`config.mk`:
```
export PLATFORM = sky130hd
export DESIGN_NAME = spoc_bdi_preproc
export DESIGN_NICKNAME = d
export VERILOG_FILES = /design/src/rtl/spoc_bdi_preproc.sv
export SDC_FILE = /design/constraint.sdc
export NUM_CORES = 1
export LEC_CHECK = 0
export ABC_AREA = 1
export CORE_ASPECT_RATIO = 1.4
export CORE_MARGIN = 2
export CORE_UTILIZATION = 55
export DETAILED_ROUTE_END_ITERATION = 6
export DONT_BUFFER_PORTS = 1
export PLACE_DENSITY_LB_ADDON = 0.05
export SYNTH_ARGS = -nofsm -noshare
export SYNTH_HDL_FRONTEND = slang
export SYNTH_SLANG_ARGS = --single-unit
```
`constraint.sdc`:
```
create_clock -name clk -period 3.6 [get_ports clk]
set_clock_uncertainty 0.05 [all_clocks]
set_input_delay 0.36 -clock clk [delete_from_list [all_inputs] [get_ports clk]]
set_output_delay 0.36 -clock clk [all_outputs]
set_load 0.03 [all_outputs]
```
`src/rtl/spoc_bdi_preproc.sv`:
```
// SpoC-64 bdi/key pre-processor: decodes instruction and header words and passes data through.
// Optional protocol-error trap enabled by defining SPOC_PREPROC_ERR_EN.
module spoc_bdi_preproc #(
    parameter int KEY_WORDS = 4,
    parameter int LEN_W     = 16
) (
    input  logic        clk,
    input  logic        rst,
    input  logic [31:0] pdi_data,
    input  logic        pdi_valid,
    output logic        pdi_ready,
    input  logic [31:0] sdi_data,
    input  logic        sdi_valid,
    output logic        sdi_ready,
    output logic [31:0] key,
    output logic        key_valid,
    input  logic        key_ready,
    output logic        key_update,
    output logic [31:0] bdi,
    output logic        bdi_valid,
    input  logic        bdi_ready,
    output logic [3:0]  bdi_type,
    output logic [2:0]  bdi_size,
    output logic        bdi_eot,
    output logic        bdi_eoi,
    output logic        decrypt,
    output logic        err
);

    localparam int KW_W = (KEY_WORDS > 1) ? $clog2(KEY_WORDS) : 1;

    localparam logic [3:0] OP_ACTKEY = 4'b0111;
    localparam logic [3:0] OP_ENC    = 4'b0010;
    localparam logic [3:0] OP_DEC    = 4'b0011;
    localparam logic [3:0] OP_LDKEY  = 4'b0100;

    typedef enum logic [2:0] {
        S_INST,
        S_SDI_INST,
        S_SDI_HDR,
        S_KEY,
        S_HDR,
        S_DATA
`ifdef SPOC_PREPROC_ERR_EN
        , S_ERR
`endif
    } state_t;

    state_t             state_q, state_d;
    logic [LEN_W-1:0]   len_q, len_d;
    logic [KW_W-1:0]    kctr_q, kctr_d;
    logic               dec_q, dec_d;
    logic               kupd_q, kupd_d;
    logic [3:0]         type_q, type_d;
    logic               eoi_q, eoi_d;
    logic               eot_q, eot_d;
    logic               last_q, last_d;
    logic               run_q;
    logic               pdi_rdy;
    logic [2:0]         size_c;
    logic               last_word;
    logic [31:0]        mask;
    logic [3:0]         pdi_op;
    logic [3:0]         sdi_op;
`ifdef SPOC_PREPROC_ERR_EN
    logic               err_q, err_d;
`endif

    assign pdi_op    = pdi_data[31:28];
    assign sdi_op    = sdi_data[31:28];
    assign size_c    = (len_q >= LEN_W'(4)) ? 3'd4 : {1'b0, len_q[1:0]};
    assign last_word = (len_q <= LEN_W'(4));

    // Byte mask for a partial final word (valid bytes are MSB-first)
    always_comb begin
        mask = 32'hFFFF_FFFF;
        case (size_c)
            3'd1:    mask = 32'hFF00_0000;
            3'd2:    mask = 32'hFFFF_0000;
            3'd3:    mask = 32'hFFFF_FF00;
            default: mask = 32'hFFFF_FFFF;
        endcase
    end

    // Next-state and handshake/output decode
    always_comb begin
        state_d   = state_q;
        len_d     = len_q;
        kctr_d    = kctr_q;
        dec_d     = dec_q;
        kupd_d    = kupd_q;
        type_d    = type_q;
        eoi_d     = eoi_q;
        eot_d     = eot_q;
        last_d    = last_q;
`ifdef SPOC_PREPROC_ERR_EN
        err_d     = err_q;
`endif
        pdi_rdy   = 1'b0;
        sdi_ready = 1'b0;
        key       = 32'h0;
        key_valid = 1'b0;
        bdi       = 32'h0;
        bdi_valid = 1'b0;
        bdi_type  = 4'h0;
        bdi_size  = 3'd0;
        bdi_eot   = 1'b0;
        bdi_eoi   = 1'b0;
        case (state_q)
            S_INST: begin
                pdi_rdy = 1'b1;
                if (pdi_valid && run_q) begin
                    if (pdi_op == OP_ACTKEY) begin
                        kupd_d  = 1'b1;
                        state_d = S_SDI_INST;
                    end else if (pdi_op == OP_ENC || pdi_op == OP_DEC) begin
                        dec_d   = pdi_op[0];
                        state_d = S_HDR;
                    end
`ifdef SPOC_PREPROC_ERR_EN
                    else if (pdi_op != OP_LDKEY) begin
                        err_d   = 1'b1;
                        state_d = S_ERR;
                    end
`endif
                end
            end
            S_SDI_INST: begin
                sdi_ready = 1'b1;
                if (sdi_valid) begin
                    if (sdi_op == OP_LDKEY) begin
                        state_d = S_SDI_HDR;
                    end
`ifdef SPOC_PREPROC_ERR_EN
                    else begin
                        err_d   = 1'b1;
                        state_d = S_ERR;
                    end
`endif
                end
            end
            S_SDI_HDR: begin
                sdi_ready = 1'b1;
                if (sdi_valid) begin
                    state_d = S_KEY;
                end
            end
            S_KEY: begin
                key       = sdi_data;
                key_valid = sdi_valid;
                sdi_ready = key_ready;
                if (sdi_valid && key_ready) begin
                    if (kctr_q == KW_W'(KEY_WORDS - 1)) begin
                        kctr_d  = '0;
                        kupd_d  = 1'b0;
                        state_d = S_INST;
                    end else begin
                        kctr_d = kctr_q + 1'b1;
                    end
                end
            end
            S_HDR: begin
                pdi_rdy = 1'b1;
                if (pdi_valid) begin
                    type_d = pdi_data[31:28];
                    eoi_d  = pdi_data[26];
                    eot_d  = pdi_data[25];
                    last_d = pdi_data[24];
                    len_d  = pdi_data[LEN_W-1:0];
                    if (pdi_data[LEN_W-1:0] == '0) begin
                        state_d = pdi_data[24] ? S_INST : S_HDR;
                    end else begin
                        state_d = S_DATA;
                    end
                end
            end
            S_DATA: begin
                pdi_rdy   = bdi_ready;
                bdi_valid = pdi_valid;
                bdi       = pdi_data & mask;
                bdi_type  = type_q;
                bdi_size  = size_c;
                bdi_eot   = last_word & eot_q;
                bdi_eoi   = last_word & eoi_q;
                if (pdi_valid && bdi_ready) begin
                    if (last_word) begin
                        len_d   = '0;
                        state_d = last_q ? S_INST : S_HDR;
                    end else begin
                        len_d = len_q - LEN_W'(size_c);
                    end
                end
            end
            default: begin
                state_d = state_q;
            end
        endcase
    end

    // pdi_ready stays low while reset is asserted and for the first cycle after
    assign pdi_ready  = pdi_rdy & run_q;
    assign key_update = kupd_q;
    assign decrypt    = dec_q;
`ifdef SPOC_PREPROC_ERR_EN
    assign err        = err_q;
`else
    assign err        = 1'b0;
`endif

    // State and context registers
    always_ff @(posedge clk or negedge rst) begin
        if (!rst) begin
            state_q <= S_INST;
            len_q   <= '0;
            kctr_q  <= '0;
            dec_q   <= 1'b0;
            kupd_q  <= 1'b0;
            type_q  <= 4'h0;
            eoi_q   <= 1'b0;
            eot_q   <= 1'b0;
            last_q  <= 1'b0;
            run_q   <= 1'b0;
`ifdef SPOC_PREPROC_ERR_EN
            err_q   <= 1'b0;
`endif
        end else begin
            state_q <= state_d;
            len_q   <= len_d;
            kctr_q  <= kctr_d;
            dec_q   <= dec_d;
            kupd_q  <= kupd_d;
            type_q  <= type_d;
            eoi_q   <= eoi_d;
            eot_q   <= eot_d;
            last_q  <= last_d;
            run_q   <= 1'b1;
`ifdef SPOC_PREPROC_ERR_EN
            err_q   <= err_d;
`endif
        end
    end

endmodule
```
=== After elaboration in Yosys (flattened, before gate mapping) ===
Cells that the tools add are included.

* Register bits after elaboration: 31
* Bits of input ports: 70
* Output and inout bits: 80
* Word-level logic and storage cells: 97

* Add/sub/neg operators: 2
* $lt $le $gt $ge: 2
* Equal/unequal tests: 24
* Muxes and demuxes: 37
* Bitwise logic cells: 5
* Reductions and logical operators: 17

{| class="wikitable"
|+ Operators with widths
! operator !! number
|-
| case mux 24 bit (3 select lines) || 1
|-
| 2-to-1 mux 32 bit || 2
|-
| 2-to-1 mux 16 bit || 3
|-
| 2-to-1 mux 3 bit || 16
|-
| bitwise AND 32 bit || 1
|-
| case mux 16 bit (2 select lines) || 1
|-
| inequality test 2 bit (second input constant) || 10
|-
| case mux 3 bit (6 select lines) || 1
|-
| >= comparator 16 x 3 -> 1 bit (second input constant) || 1
|-
| less-or-equal comparator 16 x 3 -> 1 bit (second input constant) || 1
|-
| zero test 16 bit || 1
|-
| subtractor 16 x 3 -> 16 bit || 1
|-
| equality test 3 x 2 -> 1 bit (second input constant) || 4
|-
| AND reduction 11 bit || 1
|-
| equality test 4 x 2 -> 1 bit (second input constant) || 2
|-
| equality test 4 x 3 -> 1 bit (second input constant) || 2
|-
| 2-to-1 mux 1 bit || 8
|-
| equality test 3 x 1 -> 1 bit (second input constant) || 2
|-
| equality test 3 bit (second input constant) || 2
|-
| case mux 1 bit (2 select lines) || 3
|-
| nonzero test 6 bit || 1
|-
| AND reduction 5 bit || 1
|-
| 2-to-1 mux 4 bit || 1
|-
| AND reduction 2 bit || 2
|-
| 13 further kinds || 19
|}

=== Depth between registers and ports, before layout ===
Gate-level depths: netlist (run 1).

* Depth in word-level cells: 6
* Depth in mapped cells: 14
* Depth with buffers taken out: 14

=== Worst setup path after synthesis (run 1) ===
Ideal clock, no wire load.

* Path type: reg2out
* Start point: register state_q[1]
* End point: output port bdi[0]
* Data arrival time: 1.826 ns
* Data required time: 3.190 ns
* Setup slack: 1.364 ns
* Stages on the path, launching flop included: 7
* Buffers on the path: 1
* Path through: dfrtp_1 > inv_1 > nand2_1 > nor2_2 > inv_1 > clkbuf_1 > nor3_1

* Word-level cells in the longest chain between the ends: 2

{| class="wikitable"
|+ RTL lines
! what !! RTL line !! source
|-
| from (decl) || 49 || <nowiki>state_t state_q, state_d;</nowiki>
|-
| from (signal assigned) || 227 || <nowiki>state_q <= state_d;</nowiki>
|-
| equality test 3 bit || 109 || <nowiki>case (state_q)</nowiki>
|-
| 2-to-1 mux 32 bit || 109 ||
|-
| to (decl) || 19 || <nowiki>output logic [31:0] bdi,</nowiki>
|}

Every way passes these cells.

=== Final worst setup path (run 1) ===
Same ends and word-level chain as after synthesis.

==> impl_summary.md, run 1 <==
Clocking
The number of clock sinks is 31. The CTS buffer count is 5. The root buffer cell is sky130_fd_sc_hd__clkbuf_8. The number of gates given a new drive strength after cts is 0. The post-CTS repair timing setup buffer count is 0. The number of buffers on the longest clock path is 2.

The clock tree from TritonCTS is built. Clock latency on the worst-skew pair, taken at its later pin, is 0.29 ns. The H-tree was split into 2 levels. After clock tree synthesis, the clock-pin slew on the worst setup and hold paths is 0.07 ns.

GRT
For this run the aggregate overflow at the end of global routing stands at 0. The number of antenna violations at the first check in global routing is 0. The total global routing track utilization is 28.7%.

The first global-routing pass estimated 12500 um of wire. The number of global-route vias before repair is 2632. The pin count of the biggest net entering global routing is 35.

Timing
The final sum of negative setup slack is 0 ns. The number of max-slew violations in the final report is 0. After layout, the worst setup slack is 0.718 ns. Headroom to the max-slew limit came out at 34.1%.

The pin slew with the least headroom to its limit is 0.980 ns. Setup repair after global routing left no endpoint under its margin. The count of endpoints failing hold in the final timing report came to 0.

The maximum achievable frequency is 347 MHz. Setup violations remaining at the end of the flow were counted as 0. The minimum clock period is 2.88 ns.

The final critical path takes up 80.0% of the cycle.

Finish
After routing the design area is 3050 sq um. The area growth from synthesis to layout is 10.6%. After the last flow step, the layout net total stands at 567.

The final core area utilization is 63.0%. The number of inserted diodes is 0. Of the cells placed in the final design, the portion with a size suffix greater than 1 is 9.92%.

Route
The pre-antenna-repair detailed-routing pass consisted of 5 iterations. In the routed design, unresolved DRC markers number 0. The via count is 2939.

Dividing the detail-routed wire length by the instance count gives 14.6 um. The remaining number of nets flagged by the antenna check after routing is 0. For this block, the routed nets add up to 8120 um of wire. In this run, the number of DRC markers left after iteration 0 of detailed routing was 213. Using the TritonRoute via totals, the vias-per-cell ratio works out to 5.27.

Placement
Summing all placed instances gives a cell area of 2920 sq um. Buffers placed on the I/O ports in this run total 0. The half-perimeter wire length after detailed placement is 6250 um. The setup slack after placement is 1.02 ns. The weighted congestion at the end of routability-driven global placement is 0.939.

Power and ir drop
The analysis attributes to cell leakage a power of 1.65 nW. In this run the power density over the cells is 670 nW/um^2. The overall power after layout is 2.05 mW. The peak supply drop is 0.388 mV.

Worst setup path
Traced cell by cell, the critical path runs through inv_1 > nand2_1 > nor2_2 > buf_4 > inv_1 > buf_4 > nor3_1 > buf_4. The peak fanout along the critical path is 33. For this design, the slowest cell found on the critical path is sky130_fd_sc_hd__dfrtp_1.

In this design, the stage delay of the slowest critical-path cell is 0.45 ns. The worst setup path is launched from a register. The worst setup path is captured at a primary output. The most numerous cell type found on the critical path is sky130_fd_sc_hd__buf_4.

The classification of the worst setup path is register to primary output. For the worst setup path, the data arrival time is 2.47 ns. At the worst endpoint, the required time is 3.19 ns.

Logic synthesis
The number of standard cells after synthesis is 477. The most instantiated flip-flop cell in the synthesis netlist is sky130_fd_sc_hd__dfrtp_1. The post-synthesis register bit count is 31. For this run, the number of Yosys warnings is 0.

The most frequent cell after synthesis is sky130_fd_sc_hd__nor2_1. sky130_fd_sc_hd__dfrtp_1 takes more of the synthesized area than any other cell. The mean area per synthesized cell is 5.79 sq um. After synthesis, the largest area contributor takes up 28.1% of total cell area.

The register area share after synthesis is 28.1%. After synthesis, the share of flip-flops with an asynchronous set or reset is 100%. Ranked by instance count, the synthesized netlist is headed by 133 x sky130_fd_sc_hd__nor2_1, 119 x sky130_fd_sc_hd__nand2_1, 73 x sky130_fd_sc_hd__inv_1. Counting distinct cell types in the post-synthesis netlist gives 33. After synthesis the cells add up to 2760 sq um.

Yosys attributes the largest share of cell area to sky130_fd_sc_hd__dfrtp_1 28%, sky130_fd_sc_hd__nor2_1 18%, sky130_fd_sc_hd__nand2_1 16%, sky130_fd_sc_hd__inv_1 9.9%, sky130_fd_sc_hd__a21oi_1 5.1%. The synthesized design contains 0 enable-type register cells.

Die
The number of rows in the core area is 30. The floorplan step defined a core boundary enclosing 4840 sq um. The y dimension of the die is 87.8 um. The initial core utilization is 57.0%. The number of top-level pins is 150. The floorplan step defined a die boundary enclosing 5610 sq um.

The die is 63.9 um wide.

Worst hold path
The tightest min-delay check is of the input pin to register type.

Outcome
The run finished with clean final reports.

Flow run
The number of maximum-capacitance constraint violations is 0.
==> metal layers <==
| metal | GRT usage [%] | routed length, um | vias to the layer above |
|---|---|---|---|
| li1 | - | - | 1471 |
| met1 | 35.1 | 3150 | 1355 |
| met2 | 49.7 | 4280 | 103 |
| met3 | 6.68 | 562 | 10 |
| met4 | 9.29 | 125 | 0 |
| met5 | 0 | 0 | - |
==> logic make-up (layout without fill, tap and decap cells) <==
family / count (synthesis) / after routing / synth area share, %
AO/OA/AOI/OAI: 54 / 54 / 10.9
XOR/XNOR: 3 / 3 / 0.952
adder cells (fa/ha/maj): 4 / 4 / 1.81
buffers and inverters: 89 / 105 / 13.0
flip-flops: 31 / 31 / 28.1
multiplexers: 1 / 1 / 0.408
other: 2 / 3 / 0.272
AND/OR/NAND/NOR: 293 / 293 / 44.6
==> timing repair <==
action | in CTS | in global routing
setup endpoints to repair | 0 | 0
endpoints found under the hold margin | 31 | 0
hold buffers | 2 | 0
==> final timing paths <==
| kind | startpoint | end | slack (ns) | depth (start not counted) |
|---|---|---|---|---|
| max in group asynchronous | rst | state_q[1]$_DFFE_PN0P_ | 2.85 | 2 |
| worst max register to register | len_q[5]$_DFFE_PN0P_ | len_q[13]$_DFFE_PN0P_ | 1.02 | 11 |
| worst min-delay path | pdi_data[31] | type_q[3]$_DFFE_PN0P_ | 0.19 | 2 |
| worst max-delay path | state_q[1]$_DFFE_PN0P_ | bdi[0] | 0.72 | 8 |
| min in group asynchronous | rst | len_q[14]$_DFFE_PN0P_ | 0.47 | 2 |
| worst min register to register | type_q[0]$_DFFE_PN0P_ | type_q[0]$_DFFE_PN0P_ | 0.44 | 2 |
==> cells in the final DEF (no fill, tap or decap) <==
| cell type | Yosys | routed |
|---|---|---|
| sky130_fd_sc_hd__nor3_1 | 4 | 4 |
| sky130_fd_sc_hd__ha_1 | 4 | 4 |
| sky130_fd_sc_hd__nand2_2 | 2 | 2 |
| sky130_fd_sc_hd__o21ai_0 | 16 | 16 |
| sky130_fd_sc_hd__buf_12 | 1 | 1 |
| sky130_fd_sc_hd__o21a_1 | 1 | 1 |
| sky130_fd_sc_hd__conb_1 | 2 | 3 |
| sky130_fd_sc_hd__dlygate4sd3_1 | 0 | 1 |
| sky130_fd_sc_hd__nor2_2 | 4 | 4 |
| sky130_fd_sc_hd__nor2_1 | 133 | 133 |
| sky130_fd_sc_hd__o31ai_1 | 1 | 1 |
| sky130_fd_sc_hd__or2_2 | 1 | 1 |
| sky130_fd_sc_hd__buf_4 | 1 | 21 |
| sky130_fd_sc_hd__dfrtp_1 | 31 | 31 |
| sky130_fd_sc_hd__nand3_2 | 2 | 2 |
| sky130_fd_sc_hd__nor2_4 | 1 | 1 |
| sky130_fd_sc_hd__o22a_1 | 1 | 1 |
| sky130_fd_sc_hd__a21oi_1 | 28 | 28 |
| sky130_fd_sc_hd__xor2_1 | 3 | 3 |
| sky130_fd_sc_hd__nand4_1 | 6 | 6 |
| sky130_fd_sc_hd__inv_1 | 73 | 73 |
| sky130_fd_sc_hd__a21oi_2 | 3 | 3 |
| sky130_fd_sc_hd__nand3_4 | 1 | 1 |
| sky130_fd_sc_hd__clkbuf_1 | 10 | 1 |
| sky130_fd_sc_hd__nand3_1 | 15 | 15 |
| sky130_fd_sc_hd__mux2_2 | 1 | 1 |
| sky130_fd_sc_hd__nand2_1 | 119 | 119 |
| sky130_fd_sc_hd__o21bai_1 | 1 | 1 |
| sky130_fd_sc_hd__clkinv_1 | 1 | 1 |
| sky130_fd_sc_hd__o211ai_1 | 2 | 2 |
| sky130_fd_sc_hd__nand2_4 | 4 | 4 |
| sky130_fd_sc_hd__a21boi_0 | 1 | 1 |
| sky130_fd_sc_hd__clkbuf_8 | 0 | 7 |
| sky130_fd_sc_hd__nor3_4 | 1 | 1 |
==> flip-flops by register name, summed over array words and instances, names as in the netlist <==
signal,flops
decrypt,1
eoi_q,1
eot_q,1
kctr_q,2
key_update,1
last_q,1
len_q,16
run_q,1
state_q,3
type_q,4
==> critical path, delay by kind of cell (launching register included) <==
family        cells  cell delay, ns
buf+inv           5            1.36
simple gates      3            0.37
flops             1            0.45
==> power by group <==
part	switching, mW	internal, mW	leakage, nW	total [mW]
combinational	0.705	0.317	1.23	1.02
sequential	0.205	0.504	0.369	0.709
clock	0.139	0.175	0.0515	0.314
==> final cells by class <==
cell class | count | area, sq um
clock buffers | 8 | 100
flip-flops and latches | 31 | 776
inverters | 74 | 278
fillers | 476 | 1790
multi-input cells | 358 | 1630
repair buffers | 23 | 188
well taps | 64 | 80.1
==> metrics by stage <==
step	std cells	hold WS (ns)
6_report	558	0.195
5_1_grt	558	0.195
4_1_cts	558	0.184
3_5_place_dp	548	0.0151
3_3_place_gp	548	0.0153
2_1_floorplan	478	0.0144
Note: power is estimated with default switching activity, not from simulation.
==> inputs of run 2 (changes only) <==
==> constraint.sdc (replaced) <==
create_clock -name clk -period 2.75 [get_ports clk]
set_clock_uncertainty 0.05 [all_clocks]
set_input_delay 0.275 -clock clk [delete_from_list [all_inputs] [get_ports clk]]
set_output_delay 0.275 -clock clk [all_outputs]
set_load 0.03 [all_outputs]
==> run 2 against run 1 <==
  * Sequential power is 31% higher
  * Worst hold slack worse by 0.091 ns
  * Register-to-register slack worse by 0.60 ns
  * Cell area is 14% higher
  * Sequential cell count stayed put
  * Global-route usage is 0.41 points lower
  * Final cell count is 10% higher
  * Wire length is 0.63% higher
==> impl_summary.md, run 2 (synthesis gave the netlist of run 1 again) <==
Worst setup path
The worst path required time is 2.42 ns (-0.77 ns). The end point of the critical path is bdi[0]. The buffer and inverter count on the worst path is 3 (-2). In this run the critical register-to-register path is captured at len_q[9]$_DFFE_PN0P_. The source of the worst register-to-register timing path is len_q[5]$_DFFE_PN0P_. The slowest stage of the critical path is the sky130_fd_sc_hd__inv_1 cell. The worst setup path is captured at a primary output. The cell family contributing the most delay on the critical path is buffers and inverters. The worst reg-to-reg setup slack is 0.42 ns (-0.60 ns). The worst setup path is of the register to primary output kind. The biggest cell delay along the critical path is 0.75 ns (+0.30 ns). The total number of cells along the worst setup path was 6 (-2). The arrival time of data at the critical path endpoint is 2.10 ns (-0.37 ns).

STA classifies the critical path startpoint as a register. Tracing the worst setup path back leads to its startpoint at state_q[1]$_DFFE_PN0P_. The signal on the critical path passes through inv_1 > nand2_1 > nor2_2 > inv_1 > nor3_1 > buf_4. The depth of the worst register-to-register path is 13 (+2). The cell seen most often among critical-path stages is sky130_fd_sc_hd__inv_1.

The peak fanout along the critical path is 33 (unchanged).

Placement
The cell area after placement is 3360 sq um (+15%). The weighted congestion at the end of routability-driven global placement came to 0.952 (+1.4%). The number of port buffers is 0 (unchanged). The setup slack after placement came to 0.481 ns (-0.544 ns).

The half-perimeter wire length after detailed placement is 6390 um (+2.3%). The number of placed instances with taps included was 606 (+11%).

Timing
The maximum achievable frequency is 413 MHz. The worst slack on hold paths is 0.103 ns (-0.0915 ns). The final critical path takes up 88.0% of the cycle.

The count of endpoints failing hold in the final timing report is 0 (unchanged). The worst setup margin is 0.329 ns (-0.390 ns). The final sum of negative setup slack came to 0 ns (unchanged). The number of setup violations in the final report is 0 (unchanged).

The worst path in the final design needs a cycle of 2.42 ns, including I/O delays and setup. The number of max-slew violations in the final report is 0 (unchanged). The pin slew with the least headroom to its limit is 1.06 ns (+0.0758 ns). Setup repair after global routing left no endpoint under its margin. The relative max-transition margin was 29.6% (-4.5 points).

Route
The post-route DRC violation count is 0 (unchanged). The ratio of routed vias to standard cells came to 5.13 (-2.6%). The average wire per standard cell is 13.3 um (-8.8%). The remaining number of nets flagged by the antenna check after routing is 0 (unchanged). The wire length reported by the detailed router is 8170 um (+0.63%). The count of TritonRoute iterations in the first routing pass is 5 (unchanged). The violation count after the first detailed-route iteration came to 273 (+28%).

The via count is 3161 (+7.6%).

GRT
The number of global-route vias before repair is 2851 (+8.3%). The pin count of the biggest net entering global routing was 34 (-2.9%). The number of antenna violations at the first check in global routing is 0 (unchanged).

The total global routing track utilization is 28.3% (-0.41 points). The aggregate global routing overflow was 0 (unchanged). The first-pass GRT wire length is 12600 um (+1.1%).

Clocking
The root buffer cell is sky130_fd_sc_hd__clkbuf_8. The number of buffers on the longest clock path was 2 (unchanged). The post-CTS repair timing setup buffer count is 0 (unchanged).

The clock tree from TritonCTS is built. The CTS buffer count is 5 (unchanged). The number of clock sinks is 31 (unchanged). The insertion delay of the later-clocked pin in the worst-skew pair is 0.29 ns (about the same).

The clock-pin slew reported for the worst setup and hold paths after clock tree synthesis is 0.07 ns (about the same). The H-tree depth reported by CTS is 2 (unchanged).

Finish
The sequential cell area came to 776 sq um (unchanged). The number of inserted diodes came to 0 (unchanged). The area of the multi-input gates is 1630 sq um (unchanged). The non-filler instance count after layout is 616 (+10%).

The area growth from synthesis to layout is 25.8%. The most common cell after layout, fill and taps aside is sky130_fd_sc_hd__nor2_1. Leaving out fill and tap cells, the most frequent cells in the layout are 133 x sky130_fd_sc_hd__nor2_1, 119 x sky130_fd_sc_hd__nand2_1, 79 x sky130_fd_sc_hd__buf_4. The final layout net count is 625 (+10%).

The post-route standard cell area excluding fillers is 3470 sq um (+14%). The number of flip-flops in the largest register is 16 (unchanged). The fill cell total of the finished layout is 452 (-5.0%). More flip-flops sit in one register than any other, and that register is len_q. The final core area utilization is 71.7% (+8.7 points). In the final layout, the registers with the most flip-flops are len_q x16, type_q x4, state_q x3. The share of layout cells above drive strength 1 is 19.4% (+9.5 points).

Outcome
The run finished with clean final reports.

Die
The die footprint is 5610 sq um (unchanged). The initial core utilization is 57.0% (unchanged). The placeable core region is 4840 sq um (unchanged). The chip width is 63.9 um (unchanged).

The number of top-level pins is 150 (unchanged). The number of rows in the core area is 30 (unchanged). The y dimension of the die is 87.8 um (unchanged).

Power and ir drop
The fraction of power consumed by combinational cells is 52.1% (+2.1 points). The switching component of the power is 1.37 mW (+31%). The power share of the clock group is 13.3% (-2.0 points). The switching share of power is 51.2% (-0.16 points). The power per unit of standard cell area is 772 nW/um^2 (+15%). The leakage component of the power came to 1.95 nW (+18%). The peak supply drop was 0.677 mV (+74%). The overall power after layout came to 2.68 mW (+31%). The sequential cell fraction of total power is 34.6% (about the same).

The internal power summed over all cells is 1.31 mW (+32%).

Worst hold path
The cell depth of the worst hold path is 2 (unchanged). The kind of path behind the tightest hold check is input pin to register.

Flow run
The number of maximum-capacitance constraint violations is 0 (unchanged).
-- run 2: area by class of cell --
cell class,instances,area share [%]
multi-input combinational,358,47.0
sequential,31,22.3
timing repair buffer,81,17.9
inverter,74,8.00
tap,64,2.31
clock buffer,6,2.09
clock inverter,2,0.360
-- run 2: power groups by stage --
| stage | Sequential (mW) | Combinational (mW) | Clock (mW) |
|---|---|---|---|
| floorplan | 0.874 | 1.07 | 0 |
| global placement | 0.920 | 1.35 | 0 |
| detailed placement | 0.928 | 1.38 | 0 |
| CTS | 0.924 | 1.40 | 0.362 |
| global route | 0.957 | 1.58 | 0.386 |
| finish | 0.929 | 1.40 | 0.357 |
-- run 2: worst min-delay path by stage --
stage / start / endpoint / slack [ns]
after global placement: rst / len_q[1]$_DFFE_PN0P_ / -0.07
after global routing: pdi_data[24] / last_q$_DFFE_PN0P_ / 0.11
after floorplan: rst / decrypt$_DFFE_PN0P_ / -0.07
after CTS: pdi_data[24] / last_q$_DFFE_PN0P_ / 0.1
final: pdi_data[24] / last_q$_DFFE_PN0P_ / 0.10
after detailed placement: rst / len_q[1]$_DFFE_PN0P_ / -0.07
-- run 2: worst register-to-register path, stage by stage, from the launching register on --
cell                      delay, ns
sky130_fd_sc_hd__dfrtp_1       0.42
sky130_fd_sc_hd__nor2_1        0.24
sky130_fd_sc_hd__nand3_2       0.15
sky130_fd_sc_hd__nor3_4        0.15
sky130_fd_sc_hd__ha_1          0.27
sky130_fd_sc_hd__nor2_1        0.23
sky130_fd_sc_hd__inv_1         0.09
sky130_fd_sc_hd__nor2_1        0.22
sky130_fd_sc_hd__nand2_1       0.10
sky130_fd_sc_hd__nand2_1       0.07
sky130_fd_sc_hd__nand2_1       0.05
sky130_fd_sc_hd__nor2_1        0.08
sky130_fd_sc_hd__nor2_1        0.05
sky130_fd_sc_hd__nor2_1        0.09
-- run 2: per-layer routing --
metal	vias to the layer above	track usage, %	part of all wire [%]
met3	10	4.37	5.5
met5	-	0	0
li1	1591	-	-
met2	98	51.7	53
met4	0	8.30	1.4
met1	1462	34.0	40
-- run 2: repair_timing --
action | 4_1_cts | 5_1_grt
hold buffers | 2 | 0
endpoints found under the hold margin | 31 | 0
resized for setup | 0 | 0
==> inputs of run 3 (changes only) <==
--- a/config.mk
+++ b/config.mk
@@ -7,7 +7,6 @@
 export LEC_CHECK = 0
 export ABC_AREA = 1
 export CORE_ASPECT_RATIO = 1.4
-export CORE_MARGIN = 2
 export CORE_UTILIZATION = 55
 export DETAILED_ROUTE_END_ITERATION = 6
 export DONT_BUFFER_PORTS = 1
==> run 3 against run 2 <==
  * Cell area up 0.94%
  * Maximum frequency up 0.14%
  * First-iteration DRC count down 60%
  * Global-route usage up 2.4 points
  * Setup slack better by 0.0033 ns
  * Combinational power about the same
  * Via count down 1.6%
  * Sequential share of layout area down 0.21 points
  * Wire length down 3.2%
  * Non-clock buffer count unchanged
  * Die area down 5.3%
  * Worst hold slack worse by 0.0023 ns
  * Critical path type unchanged
  * Largest cell class unchanged
==> impl_summary.md, run 3 (synthesis gave the netlist of run 1 again) <==
Outcome
The flow ran to the end, and the final reports show no timing, DRC or antenna violations.

Worst setup path
On the critical path the largest part of the delay comes from buffers and inverters. The classification of the worst setup path is register to primary output. The critical path goes through inv_1 > nand2_1 > nor2_2 > inv_1 > nor2_1 > buf_4. The critical path startpoint category is a register. Among the stages of the critical path, the cell type that occurs most often is sky130_fd_sc_hd__inv_1.

The worst path required time is 2.42 ns (about the same). The peak fanout along the critical path is 33 (unchanged). The category of the worst setup path capture point is a primary output. The slowest stage of the critical path belongs to the cell sky130_fd_sc_hd__inv_1. The biggest cell delay along the critical path is 0.73 ns (-0.02 ns). The arrival time of data at the critical path endpoint came to 2.09 ns (about the same).

The buffer and inverter count on the worst path is 3 (unchanged).

Finish
The number of inserted diodes is 0 (unchanged). The share of layout cells above drive strength 1 is 19.6% (+0.18 points). Leaving out fill and tap cells, the most frequent cell in the layout is sky130_fd_sc_hd__nor2_1.

The largest registers in the layout are len_q x16, type_q x4, state_q x3. The number of flip-flops in the largest register is 16 (unchanged). The library cells used most frequently in the layout, excluding fill and tap cells, are 133 x sky130_fd_sc_hd__nor2_1, 119 x sky130_fd_sc_hd__nand2_1, 79 x sky130_fd_sc_hd__buf_4.

Relative to the synthesized area, the layout overhead comes to 27.0%. The fill cell total of the finished layout is 439 (-2.9%). The sequential cell area is 776 sq um (unchanged).

The area of the multi-input gates is 1630 sq um (unchanged). The final layout net count is 625 (unchanged). More flip-flops sit in one register than any other, and that register is len_q.

Route
The via count is 3112 (-1.6%). The wire length reported by the detailed router is 7910 um (-3.2%). The ratio of routed vias to standard cells is 5.05 (-1.6%).

The count of TritonRoute iterations in the first routing pass came to 4 (-1). The average wire per standard cell is 12.8 um (-3.2%). The violation count after the first detailed-route iteration is 109 (-60%). The remaining number of nets flagged by the antenna check after routing came to 0 (unchanged). The post-route DRC violation count came to 0 (unchanged).

Timing
The number of max-slew violations in the final report is 0 (unchanged). Setup repair after global routing left no endpoint under its margin. The number of setup violations in the final report is 0 (unchanged). The count of endpoints failing hold in the final timing report is 0 (unchanged).

The pin slew with the least headroom to its limit is 1.01 ns (-0.0409 ns). The minimum clock period was 2.42 ns (-0.00328 ns). The worst slack on hold paths is 0.101 ns (-0.00232 ns). The relative max-transition margin is 32.3% (+2.7 points). The part of the cycle the worst path needs came to 87.9% (-0.12 points). The final sum of negative setup slack is 0 ns (unchanged). The maximum achievable frequency is 414 MHz (+0.14%).

Power and ir drop
The overall power after layout came to 2.80 mW (+4.5%). The power share of the clock group is 16.7% (+3.4 points). The switching component of the power is 1.37 mW (about the same).

The internal power summed over all cells was 1.43 mW (+9.2%). The fraction of power consumed by combinational cells came to 50.3% (-1.8 points). The sequential cell fraction of total power is 33.0% (-1.6 points). The leakage component of the power is 1.97 nW (+1.1%). The switching share of power is 48.9% (-2.2 points).

The peak supply drop was 0.635 mV (-6.2%). The power per unit of standard cell area is 799 nW/um^2 (+3.5%).

Placement
The weighted congestion at the end of routability-driven global placement is 0.931 (-2.2%). The number of port buffers was 0 (unchanged). The half-perimeter wire length after detailed placement is 6270 um (-1.9%).

Clocking
The CTS buffer count is 5 (unchanged). The clock-pin slew reported for the worst setup and hold paths after clock tree synthesis is 0.07 ns (about the same). The H-tree depth reported by CTS is 2 (unchanged). The root buffer cell is sky130_fd_sc_hd__clkbuf_8. The post-CTS repair timing setup buffer count is 0 (unchanged). The number of clock sinks is 31 (unchanged). The clock tree from TritonCTS is built.

The number of buffers on the longest clock path came to 2 (unchanged). The insertion delay of the later-clocked pin in the worst-skew pair came to 0.28 ns (about the same).

Die
The placeable core region came to 4840 sq um (unchanged). The number of top-level pins is 150 (unchanged). The chip width is 61.9 um (-3.1%). The initial core utilization is 57.0% (unchanged).

The y dimension of the die is 85.8 um (-2.3%). The die footprint was 5310 sq um (-5.3%). The number of rows in the core area is 30 (unchanged).

GRT
The number of global-route vias before repair is 2878 (+0.95%). The first-pass GRT wire length came to 12400 um (-2.0%). The total global routing track utilization is 30.7% (+2.4 points).

The number of antenna violations at the first check in global routing is 0 (unchanged). The aggregate global routing overflow was 0 (unchanged). The pin count of the biggest net entering global routing is 34 (unchanged).

Flow run
The number of maximum-capacitance constraint violations came to 0 (unchanged).

Worst hold path
The min-delay analysis places its worst path in the category input pin to register.
## run 3: cell types whose count changed in the layout (fill, tap and decap cells not counted)
cell and delta:
sky130_fd_sc_hd__bufinv_16 +1, sky130_fd_sc_hd__clkbuf_8 +1, sky130_fd_sc_hd__clkinvlp_4 -1, sky130_fd_sc_hd__clkbuf_1 -1
## run 3: repair_timing
| item | CTS | global route |
|---|---|---|
| hold endpoints to repair | 31 | 0 |
| setup endpoints to repair | 0 | 0 |
| resized for setup | 0 | 0 |
| hold buffers | 2 | 0 |
## run 3: worst register-to-register path: cells and delay by family, from the launching register on
family	cells	cell delay [ns]
simple gates	11	1.35
buf+inv	1	0.09
fa+ha+maj	1	0.27
flops	1	0.42
## run 3: worst paths after layout
check | start | end | slack (ns) | depth (start not counted)
worst max register to register | len_q[5]$_DFFE_PN0P_ | len_q[9]$_DFFE_PN0P_ | 0.50 | 13
worst max-delay path | state_q[1]$_DFFE_PN0P_ | bdi_size[1] | 0.33 | 6
worst min register to register | type_q[3]$_DFFE_PN0P_ | type_q[3]$_DFFE_PN0P_ | 0.44 | 2
max in group asynchronous | rst | run_q$_DFF_PN0_ | 2.10 | 2
min in group asynchronous | rst | len_q[14]$_DFFE_PN0P_ | 0.38 | 2
worst min-delay path | pdi_data[24] | last_q$_DFFE_PN0P_ | 0.10 | 2
## run 3: area by class of cell
| class | instances | share of cell area, % |
|---|---|---|
| sequential | 31 | 22.1 |
| timing repair buffer | 81 | 17.8 |
| clock inverter | 2 | 0.999 |
| multi-input combinational | 358 | 46.5 |
| tap | 64 | 2.28 |
| inverter | 74 | 7.92 |
| clock buffer | 6 | 2.36 |
## run 3: per-stage QoR
stage                     setup WS [ns]  util (%)  cells  instance area, sq um
final                             0.332      72.4    616                  3510
after global routing              0.140      72.4    616                  3510
after CTS                         0.332      72.4    616                  3510
after detailed placement          0.498      69.4    606                  3360
after global placement            0.538      69.4    606                  3360
after floorplan                   0.522         -    478                  2770
## run 3: power by group through the flow
stage,Sequential [mW],Combinational (mW),Clock [mW]
6_report,0.925,1.41,0.469
5_1_grt,0.953,1.60,0.501
4_1_cts,0.919,1.41,0.473
3_5_place_dp,0.926,1.39,0
3_3_place_gp,0.921,1.36,0
2_1_floorplan,0.874,1.07,0
## run 3: metal layers
metal  part of all wire (%)  vias up  global-route usage (%)
met5                      0        -                       0
met4                    1.8        0                    8.69
met3                    5.0       14                    6.79
met2                     52       77                    53.7
met1                     42     1429                    36.4
li1                       -     1592                       -
